### config.mk
export PLATFORM = sky130hd
export DESIGN_NAME = spi_master_flat
export DESIGN_NICKNAME = d
export VERILOG_FILES = /design/src/rtl/spi_pkg.sv /design/src/rtl/spi_master_if.sv /design/src/rtl/spi_clk_div.sv /design/src/rtl/spi_master.sv /design/src/flat_wrapper.sv
export SDC_FILE = /design/constraint.sdc
export NUM_CORES = 1
export LEC_CHECK = 0
export CORE_ASPECT_RATIO = 0.7
export CORE_MARGIN = 2
export CORE_UTILIZATION = 35
export DETAILED_ROUTE_END_ITERATION = 10
export GPL_TIMING_DRIVEN = 0
export PLACE_DENSITY_LB_ADDON = 0.08
export SLEW_MARGIN = 20
export SYNTH_ARGS = -nofsm -noshare
export SYNTH_HDL_FRONTEND = slang
export SYNTH_SLANG_ARGS = --single-unit
### constraint.sdc
create_clock -name clock -period 1.6 [get_ports clock]
set_clock_uncertainty 0.05 [all_clocks]
set_input_delay 0.24 -clock clock [delete_from_list [all_inputs] [get_ports clock]]
set_output_delay 0.24 -clock clock [all_outputs]
set_load 0.01 [all_outputs]
### src/rtl/spi_pkg.sv
// rtl/spi_pkg.sv - shared SPI constants, state encoding and sizing helper
package spi_pkg;

    localparam int SPI_WIDTH = 8;

    localparam logic CPOL = 1'b0;
    localparam logic CPHA = 1'b0;

    typedef enum logic [2:0] {
        IDLE  = 3'd0,
        SETUP = 3'd1,
        HIGH  = 3'd2,
        LOW   = 3'd3,
        GAP   = 3'd4
    } spi_state_e;

    // Divider counter width: $clog2(div), but never narrower than one bit.
    function automatic int div_cnt_width(input int div);
        return (div <= 2) ? 1 : $clog2(div);
    endfunction

endpackage

### src/rtl/spi_master_if.sv
// rtl/spi_master_if.sv - local handshake plus SPI pins of the SPI master
interface spi_master_if
    import spi_pkg::*;
#(
    parameter int WIDTH = SPI_WIDTH
);

    logic             start;
    logic [WIDTH-1:0] tx_data;
    logic             busy;
    logic             done;
    logic [WIDTH-1:0] rx_data;
    logic             sclk;
    logic             mosi;
    logic             ce0;
    logic             miso;

    modport master (
        input  start,
        input  tx_data,
        input  miso,
        output busy,
        output done,
        output rx_data,
        output sclk,
        output mosi,
        output ce0
    );

    modport slave (
        output start,
        output tx_data,
        output miso,
        input  busy,
        input  done,
        input  rx_data,
        input  sclk,
        input  mosi,
        input  ce0
    );

endinterface

### src/rtl/spi_clk_div.sv
// rtl/spi_clk_div.sv - half-period tick generator for the SPI serial clock
module spi_clk_div
    import spi_pkg::*;
#(
    parameter int CLK_DIV = 2
) (
    input  logic clock,
    input  logic rstn,
    input  logic clear_i,
    output logic tick_o
);

    localparam int            CW   = div_cnt_width(CLK_DIV);
    localparam logic [CW-1:0] LAST = CW'(CLK_DIV - 1);

    logic [CW-1:0] cnt_q;
    logic [CW-1:0] cnt_d;

    assign tick_o = (cnt_q == LAST);

    // Wrapping on the tick makes every phase after the clear exactly CLK_DIV cycles.
    always_comb begin
        cnt_d = cnt_q + 1'b1;
        if (clear_i || tick_o) begin
            cnt_d = '0;
        end
    end

    always_ff @(posedge clock) begin
        if (!rstn) begin
            cnt_q <= '0;
        end else begin
            cnt_q <= cnt_d;
        end
    end

endmodule

### src/rtl/spi_master.sv
// rtl/spi_master.sv - SPI mode-0 master, MSB first, one word per chip-select frame
module spi_master
    import spi_pkg::*;
#(
    parameter int CLK_DIV = 2,
    parameter int WIDTH   = SPI_WIDTH
) (
    input logic          clock,
    input logic          rstn,
    spi_master_if.master bus
);

    if (CLK_DIV < 1) begin : g_bad_clk_div
        $error("spi_master: CLK_DIV must be >= 1");
    end
    if (WIDTH < 2) begin : g_bad_width
        $error("spi_master: WIDTH must be >= 2");
    end

    localparam int            BW       = $clog2(WIDTH + 1);
    localparam logic [BW-1:0] LAST_BIT = BW'(WIDTH);

    spi_state_e       state_q,    state_d;
    logic [WIDTH-1:0] tx_shift_q, tx_shift_d;
    logic [WIDTH-1:0] rx_shift_q, rx_shift_d;
    logic [WIDTH-1:0] rx_data_q,  rx_data_d;
    logic [BW-1:0]    bit_cnt_q,  bit_cnt_d;
    logic             sclk_q,     sclk_d;
    logic             mosi_q,     mosi_d;
    logic             ce0_q,      ce0_d;
    logic             busy_q,     busy_d;
    logic             done_q,     done_d;

    logic div_tick;
    logic div_clear;
    logic sample;

    assign div_clear = (state_q == IDLE);

    spi_clk_div #(
        .CLK_DIV (CLK_DIV)
    ) u_clk_div (
        .clock   (clock),
        .rstn    (rstn),
        .clear_i (div_clear),
        .tick_o  (div_tick)
    );

    // Rising sclk edges: end of SETUP, and end of every LOW phase except the CS hold.
    assign sample = div_tick &&
                    ((state_q == SETUP) || ((state_q == LOW) && (bit_cnt_q != LAST_BIT)));

    always_comb begin
        state_d    = state_q;
        tx_shift_d = tx_shift_q;
        rx_shift_d = rx_shift_q;
        rx_data_d  = rx_data_q;
        bit_cnt_d  = bit_cnt_q;
        sclk_d     = sclk_q;
        mosi_d     = mosi_q;
        ce0_d      = ce0_q;
        busy_d     = busy_q;
        done_d     = 1'b0;

        if (sample) begin
            sclk_d     = 1'b1;
            rx_shift_d = {rx_shift_q[WIDTH-2:0], bus.miso};
            bit_cnt_d  = bit_cnt_q + 1'b1;
            state_d    = HIGH;
        end

        case (state_q)
            IDLE: begin
                if (bus.start) begin
                    tx_shift_d = bus.tx_data;
                    mosi_d     = bus.tx_data[WIDTH-1];
                    rx_shift_d = '0;
                    bit_cnt_d  = '0;
                    ce0_d      = 1'b0;
                    busy_d     = 1'b1;
                    state_d    = SETUP;
                end
            end
            HIGH: begin
                if (div_tick) begin
                    sclk_d     = 1'b0;
                    tx_shift_d = tx_shift_q << 1;
                    mosi_d     = tx_shift_d[WIDTH-1];
                    state_d    = LOW;
                end
            end
            LOW: begin
                if (div_tick && (bit_cnt_q == LAST_BIT)) begin
                    ce0_d     = 1'b1;
                    rx_data_d = rx_shift_q;
                    done_d    = 1'b1;
                    mosi_d    = 1'b0;
                    state_d   = GAP;
                end
            end
            GAP: begin
                // Guarantees a ce0 high pulse so the slave latches its word.
                if (div_tick) begin
                    busy_d  = 1'b0;
                    state_d = IDLE;
                end
            end
            default: begin
            end
        endcase
    end

    always_ff @(posedge clock) begin
        if (!rstn) begin
            state_q    <= IDLE;
            tx_shift_q <= '0;
            rx_shift_q <= '0;
            rx_data_q  <= '0;
            bit_cnt_q  <= '0;
            sclk_q     <= CPOL;
            mosi_q     <= 1'b0;
            ce0_q      <= 1'b1;
            busy_q     <= 1'b0;
            done_q     <= 1'b0;
        end else begin
            state_q    <= state_d;
            tx_shift_q <= tx_shift_d;
            rx_shift_q <= rx_shift_d;
            rx_data_q  <= rx_data_d;
            bit_cnt_q  <= bit_cnt_d;
            sclk_q     <= sclk_d;
            mosi_q     <= mosi_d;
            ce0_q      <= ce0_d;
            busy_q     <= busy_d;
            done_q     <= done_d;
        end
    end

    assign bus.busy    = busy_q;
    assign bus.done    = done_q;
    assign bus.rx_data = rx_data_q;
    assign bus.sclk    = sclk_q;
    assign bus.mosi    = mosi_q;
    assign bus.ce0     = ce0_q;

endmodule

### src/flat_wrapper.sv
// flat-port wrapper written by rule: the top's interface ports become plain ports
module spi_master_flat import spi_pkg::*;
#(
    parameter int CLK_DIV = 2,
    parameter int WIDTH   = SPI_WIDTH
)
  (clock, rstn, bus_start, bus_tx_data, bus_miso, bus_busy, bus_done, bus_rx_data, bus_sclk, bus_mosi, bus_ce0);
  spi_master_if #(.WIDTH(WIDTH)) bus_i ();
  input logic clock;
  input logic rstn;
  input wire logic [$bits(bus_i.start)-1:0] bus_start;
  input wire logic [$bits(bus_i.tx_data)-1:0] bus_tx_data;
  input wire logic [$bits(bus_i.miso)-1:0] bus_miso;
  output wire logic [$bits(bus_i.busy)-1:0] bus_busy;
  output wire logic [$bits(bus_i.done)-1:0] bus_done;
  output wire logic [$bits(bus_i.rx_data)-1:0] bus_rx_data;
  output wire logic [$bits(bus_i.sclk)-1:0] bus_sclk;
  output wire logic [$bits(bus_i.mosi)-1:0] bus_mosi;
  output wire logic [$bits(bus_i.ce0)-1:0] bus_ce0;
  assign bus_i.start = bus_start;
  assign bus_i.tx_data = bus_tx_data;
  assign bus_i.miso = bus_miso;
  assign bus_busy = bus_i.busy;
  assign bus_done = bus_i.done;
  assign bus_rx_data = bus_i.rx_data;
  assign bus_sclk = bus_i.sclk;
  assign bus_mosi = bus_i.mosi;
  assign bus_ce0 = bus_i.ce0;
  spi_master #(.CLK_DIV(CLK_DIV), .WIDTH(WIDTH)) u_core (.clock(clock), .rstn(rstn), .bus(bus_i));
endmodule
# Word level (Yosys, flattened, before mapping)
# Index checks and enable logic that the tools add are counted.
[totals]
output_inout_bits = 13
input_bits = 12
elab_cells = 70
regBits = 36
[op_classes]
addsub = 2
n_mux = 29
bitwise_logic = 1
n_reduce_logical = 17
eq_ne = 10
[op_table]
columns = ["operator", "n"]
rows = [
  ["$mux 8", 3],
  ["$mux 3", 5],
  ["$mux 7", 2],
  ["$pmux 7 s2", 1],
  ["$mux 4", 3],
  ["$pmux 3 s4", 1],
  ["$mux 1", 11],
  ["$reduce_and 3->1", 3],
  ["$ne 2x2->1 const B", 4],
  ["$eq 3x2->1 const B", 2],
  ["$reduce_bool 2->1", 3],
  ["$add 4x1->4 const B", 1],
  ["$eq 4x4->1 const B", 1],
  ["$ne 4x4->1 const B", 1],
  ["$pmux 1 s2", 2],
  ["$reduce_and 2->1", 2],
  ["$reduce_and 4->1", 1],
  ["$eq 3x1->1 const B", 1],
  ["$eq 3x3->1 const B", 1],
  ["$logic_and 1x1->1", 3],
  ["$logic_not 3->1", 1],
  ["$pmux 1 s3", 1],
  ["$reduce_bool 3->1", 1],
  ["$logic_or 1x1->1", 2],
  ["other kinds (3)", 3],
]

# Logic depth before layout (Yosys ltp)
[logic_depth]
word_depth = 7
mapped_depth = 7
depth_no_buf = 5

# Cells and area by module
# From an unflattened synthesis, not the netlist that was laid out.
[unflattened]
hier_cells = 174
area_unflattened_um2 = 1572.8
[modules_own_cells]
columns = ["module", "seq_area_each_um2", "n_inst", "area_each_um2", "cells_per_inst"]
rows = [
  ["spi_master", 700.7, 1, 1540.2, 172],
  ["spi_clk_div", 20.0, 1, 32.5, 2],
]

# Worst setup path after synthesis
# No wires, ideal clock.
[synth_path]
path_type = "register -> register"
start = "register u_core.bit_cnt_q[0]"
end = "register u_core.bit_cnt_q[2]"
period_less_slack_ns = 1.563
setup_slack_ns = 0.037
required_time_ns = 1.480
arrival_ns = 1.443
stages_incl_launch_ff = 7
n_path_buf = 1
setup_time_ns = 0.070
path_cell_list = "dfxtp_1 > inv_1 > ha_1 > and4b_1 > buf_2 > or4_1 > a21oi_1"
[synth_between]
elab_chain_len = 7
word_cells_on_any_way = 8
classes_between = "1 x add/sub; 1 x eq/ne; 3 x mux; 3 x reduce/logical"
[synth_rtl]
columns = ["element", "line_no", "text"]
rows = [
  ["start, declared", "spi_master.sv:27", "logic [BW-1:0] bit_cnt_q, bit_cnt_d;"],
  ["start signal, assigned", "spi_master.sv:130", "bit_cnt_q <= bit_cnt_d;"],
  ["branches (longest 4 deep; another with $add 4x1->4)", "-", ""],
  ["$mux 4 *", "spi_master.sv:65", "if (sample) begin"],
  ["$mux 4", "spi_master.sv:74", "if (bus.start) begin"],
  ["$mux 4 *", "spi_master.sv:72", "case (state_q)"],
]
# Every way passes the cells marked *.
# A chain may end at the register's enable or synchronous reset.

# Final worst setup path
[layout_path]
start = "register u_core.state_q[2]"
end = "register u_core.tx_shift_q[1]"
[layout_between]
elab_chain_len = 3
word_cells_on_any_way = 7
classes_between = "3 x eq/ne; 1 x mux; 3 x reduce/logical"
[layout_rtl]
columns = ["element", "line_no", "text"]
rows = [
  ["start, declared", "spi_master.sv:23", "spi_state_e state_q, state_d;"],
  ["start signal, assigned", "spi_master.sv:126", "state_q <= state_d;"],
  ["$eq 3x2->1 or $logic_not 3->1 (tied branches)", "spi_master.sv:72", ""],
  ["$ne 2x2->1 (no line) or $reduce_bool 2->1 (tied branches)", "-", ""],
  ["$reduce_and 3->1 (no line)", "-", ""],
  ["end signal, assigned", "spi_master.sv:127", "tx_shift_q <= tx_shift_d;"],
  ["end, declared", "spi_master.sv:24", "logic [WIDTH-1:0] tx_shift_q, tx_shift_d;"],
]
# Several ways; a longest one is shown, not always the timed one.

==> impl_metrics.tcl <==
set metrics [dict create \
    leakage_nw 0.7945 \
    worstReg2RegStart "u_core.state_q[2]" \
    max_freq_mhz 657.1 \
    drcViolationCount 0 \
    antenna_found_initial 0 \
    syn2layout_area_growth_pct 29.28 \
    ys_warn_count 0 \
    final_nets 229 \
    coreArea_sq_um 4379 \
    clock_latency_ns 0.28 \
    ys_types 36 \
    cts_max_path_buffers 2 \
    critPathLaunchType "register" \
    grt_pass1_wl_mm 6.313 \
    slew-limit-headroom 0.6508 \
    mostFrequentLayoutCell "dfxtp_1" \
    io_buffers 24 \
    syn_area_sq_um 1615 \
    gr-total-overflow 0 \
    grt_pass1_vias 1279 \
    stdcell_count 271 \
    r2r_slack_ns 0.08 \
    synth-seq-cells 36 \
    p_total_w 0.001836 \
    design_area_sq_um 2088 \
    dieHeight_um 60.84 \
    synthCells 180 \
    synth_ff_type "dfxtp_1" \
    place_inst 259 \
    dr.pass1.iters 4 \
    die_area_sq_um 5183 \
    cts_tree "built" \
    fin_ws_ns 0.07818 \
    r2r-end "u_core.tx_shift_q[1]" \
    synth_top_family_by_area "compound AO/OA/AOI/OAI gates" \
    powerDensity_nw_per_um2 879.4 \
    critPathKind "register to register" \
    final_hold_viol_count 0 \
    initial_core_util 0.3689 \
    post_dp_cell_area_sq_um 1924 \
    numCtsBuffers 5 \
    synth_mux_area_frac 0.04338 \
    routedWlPerCell_um 14.20 \
    ctsHoldBuffers 0 \
    async_flop_share 0 \
    crit_path_end_kind "register" \
    synth_xor_xnor_area_share 0 \
    place_ws_ns -0.2939 \
    crit_path_max_fanout 6 \
    yosys.area_share.simple 0.1913 \
    fin_crit_ns 1.522 \
    grtUsageTotal 0.1564 \
    dp.final_hpwl_mm 2.692 \
    grt_max_degree 11 \
    insertedDiodeCount 0 \
    die_w_um 85.20 \
    avgSynthCellArea_sq_um 8.974 \
    root_buffer "clkbuf_8" \
    required_ns 1.71 \
    synthAdderAreaFrac 0.01549 \
    layout-drive-gt1-share 0.1574 \
    worst_slew_pin_slew_ns 0.5238 \
    h-tree-depth 2 \
    worst_hold_path_type "register to register" \
    synth_compound_area_frac 0.2339 \
    crit_path_start "u_core.state_q[2]" \
    globalplace.congestion 0.7888 \
    syn-num-nets 194 \
    ant_nets 0 \
    rr_worst_depth 4 \
    io_pins 25 \
    clock-sinks 36 \
    fin_crit_sh 0.9511 \
    vias 1484 \
    synth_edf_count 0 \
    finalSetupViolCount 0 \
    path_clk_slew_ns 0.07 \
    initialDrtViolationCount 102 \
    status "complete, no violations" \
    endpoint "u_core.tx_shift_q[1]" \
    seq_area_frac_synth 0.4462 \
    crit_arrival_ns 1.64 \
    rsz0062_at_grt "false" \
    routed_wl_mm 3.848 \
    rows 20 \
    vias_per_cell 5.476 \
    layout.cells.most_common_list "32 x dfxtp_1, 27 x a21oi_1, 23 x clkdlybuf4s50_1" \
    drv_slew 0 \
    cap_viol_max_count 0 \
    peakVddDrop_v 0.0004424 \
]
## critical path, stage by stage (launching register included)
cell and delay [ns]:
dfxtp_1 0.36, or4b_1 0.52, buf_2 0.18, nand2_1 0.19, a21oi_1 0.10
## report_power, final
group          total [W]  switching, W  internal, W
combinational   0.000217      0.000108     0.000109
sequential      0.000955     0.0000251     0.000930
clock           0.000664      0.000312     0.000351
total            0.00184      0.000446      0.00139
## cells in the mapped netlist (2+ instances only)
cell type  instances  area share
a21oi_1           27       0.084
a211o_1            2       0.011
inv_1              6       0.014
clkbuf_1           4      0.0093
dfxtp_1           36        0.45
buf_6              2       0.014
or4b_1             2       0.012
mux2i_1            7       0.043
nor3_1             4       0.012
nand2_1            4      0.0093
o211a_1            2       0.012
nor2_1             4      0.0093
and3b_1            3       0.016
o21ai_0           21       0.065
ha_1               2       0.015
o31ai_1            7       0.033
buf_2              8       0.025
nand3_1           21       0.065
## cells by family after synthesis
group                    count (synthesis)
multiplexers                             7
flip-flops                              36
buffers and inverters                   22
AO/OA/AOI/OAI                           65
adder cells (fa/ha/maj)                  2
AND/OR/NAND/NOR                         48
## final cells by class
| cell class | count | area, sq um |
|---|---|---|
| fill | 421 | 2291 |
| timing repair buffer | 29 | 280.3 |
| tap | 55 | 68.82 |
| multi-input combinational | 122 | 804.5 |
| clock buffer | 8 | 90.09 |
| inverter | 6 | 22.52 |
| buffer | 15 | 96.34 |
| sequential | 36 | 725.7 |
## registers in the layout (all words and copies together), names as in the netlist, 3 cells and up
signal and flops:
u_core.rx_shift_q 8, u_core.state_q 3, u_core.bus.rx_data 8, u_core.bit_cnt_q 4
u_core.tx_shift_q 7
## metal layers
layer  GRT usage  up-vias  wire [um]
met2      0.2165       37       1561
li1            -      735          -
met5           0        -          0
met4     0.04762        0         27
met3     0.03946        5        173
met1      0.2371      707       2085
## worst min-delay path by stage
stage,depth (start not counted),slack (ns),end,from
detailed placement,2,0.41,u_core.bus.rx_data[7],u_core.rx_shift_q[7]
finish,2,0.42,u_core.tx_shift_q[0],u_core.tx_shift_q[0]
global route,2,0.45,u_core.bus.rx_data[4],u_core.bus.rx_data[4]
CTS,2,0.42,u_core.bus.rx_data[7],u_core.rx_shift_q[7]
global placement,1,0.40,u_core.bus.ce0,u_core.bus.ce0
floorplan,2,0.33,u_core.tx_shift_q[0],bus_tx_data[0]
## per-stage QoR
stage               setup TNS [ns]  hold slack (ns)    util
detailed placement          -6.223           0.4138  0.4394
CTS                              0           0.4227  0.4611
global route                     0           0.4455  0.4769
global placement            -5.640           0.3997  0.4394
floorplan                        0           0.3260       -
finish                           0           0.4237  0.4769
## what timing repair did
action,in CTS,in global routing
setup endpoints to repair,12,26
pin swaps,0,2
gates resized for setup,6,15
setup buffers,0,4
cloned,0,1
Power figures use the tool's default switching activity.
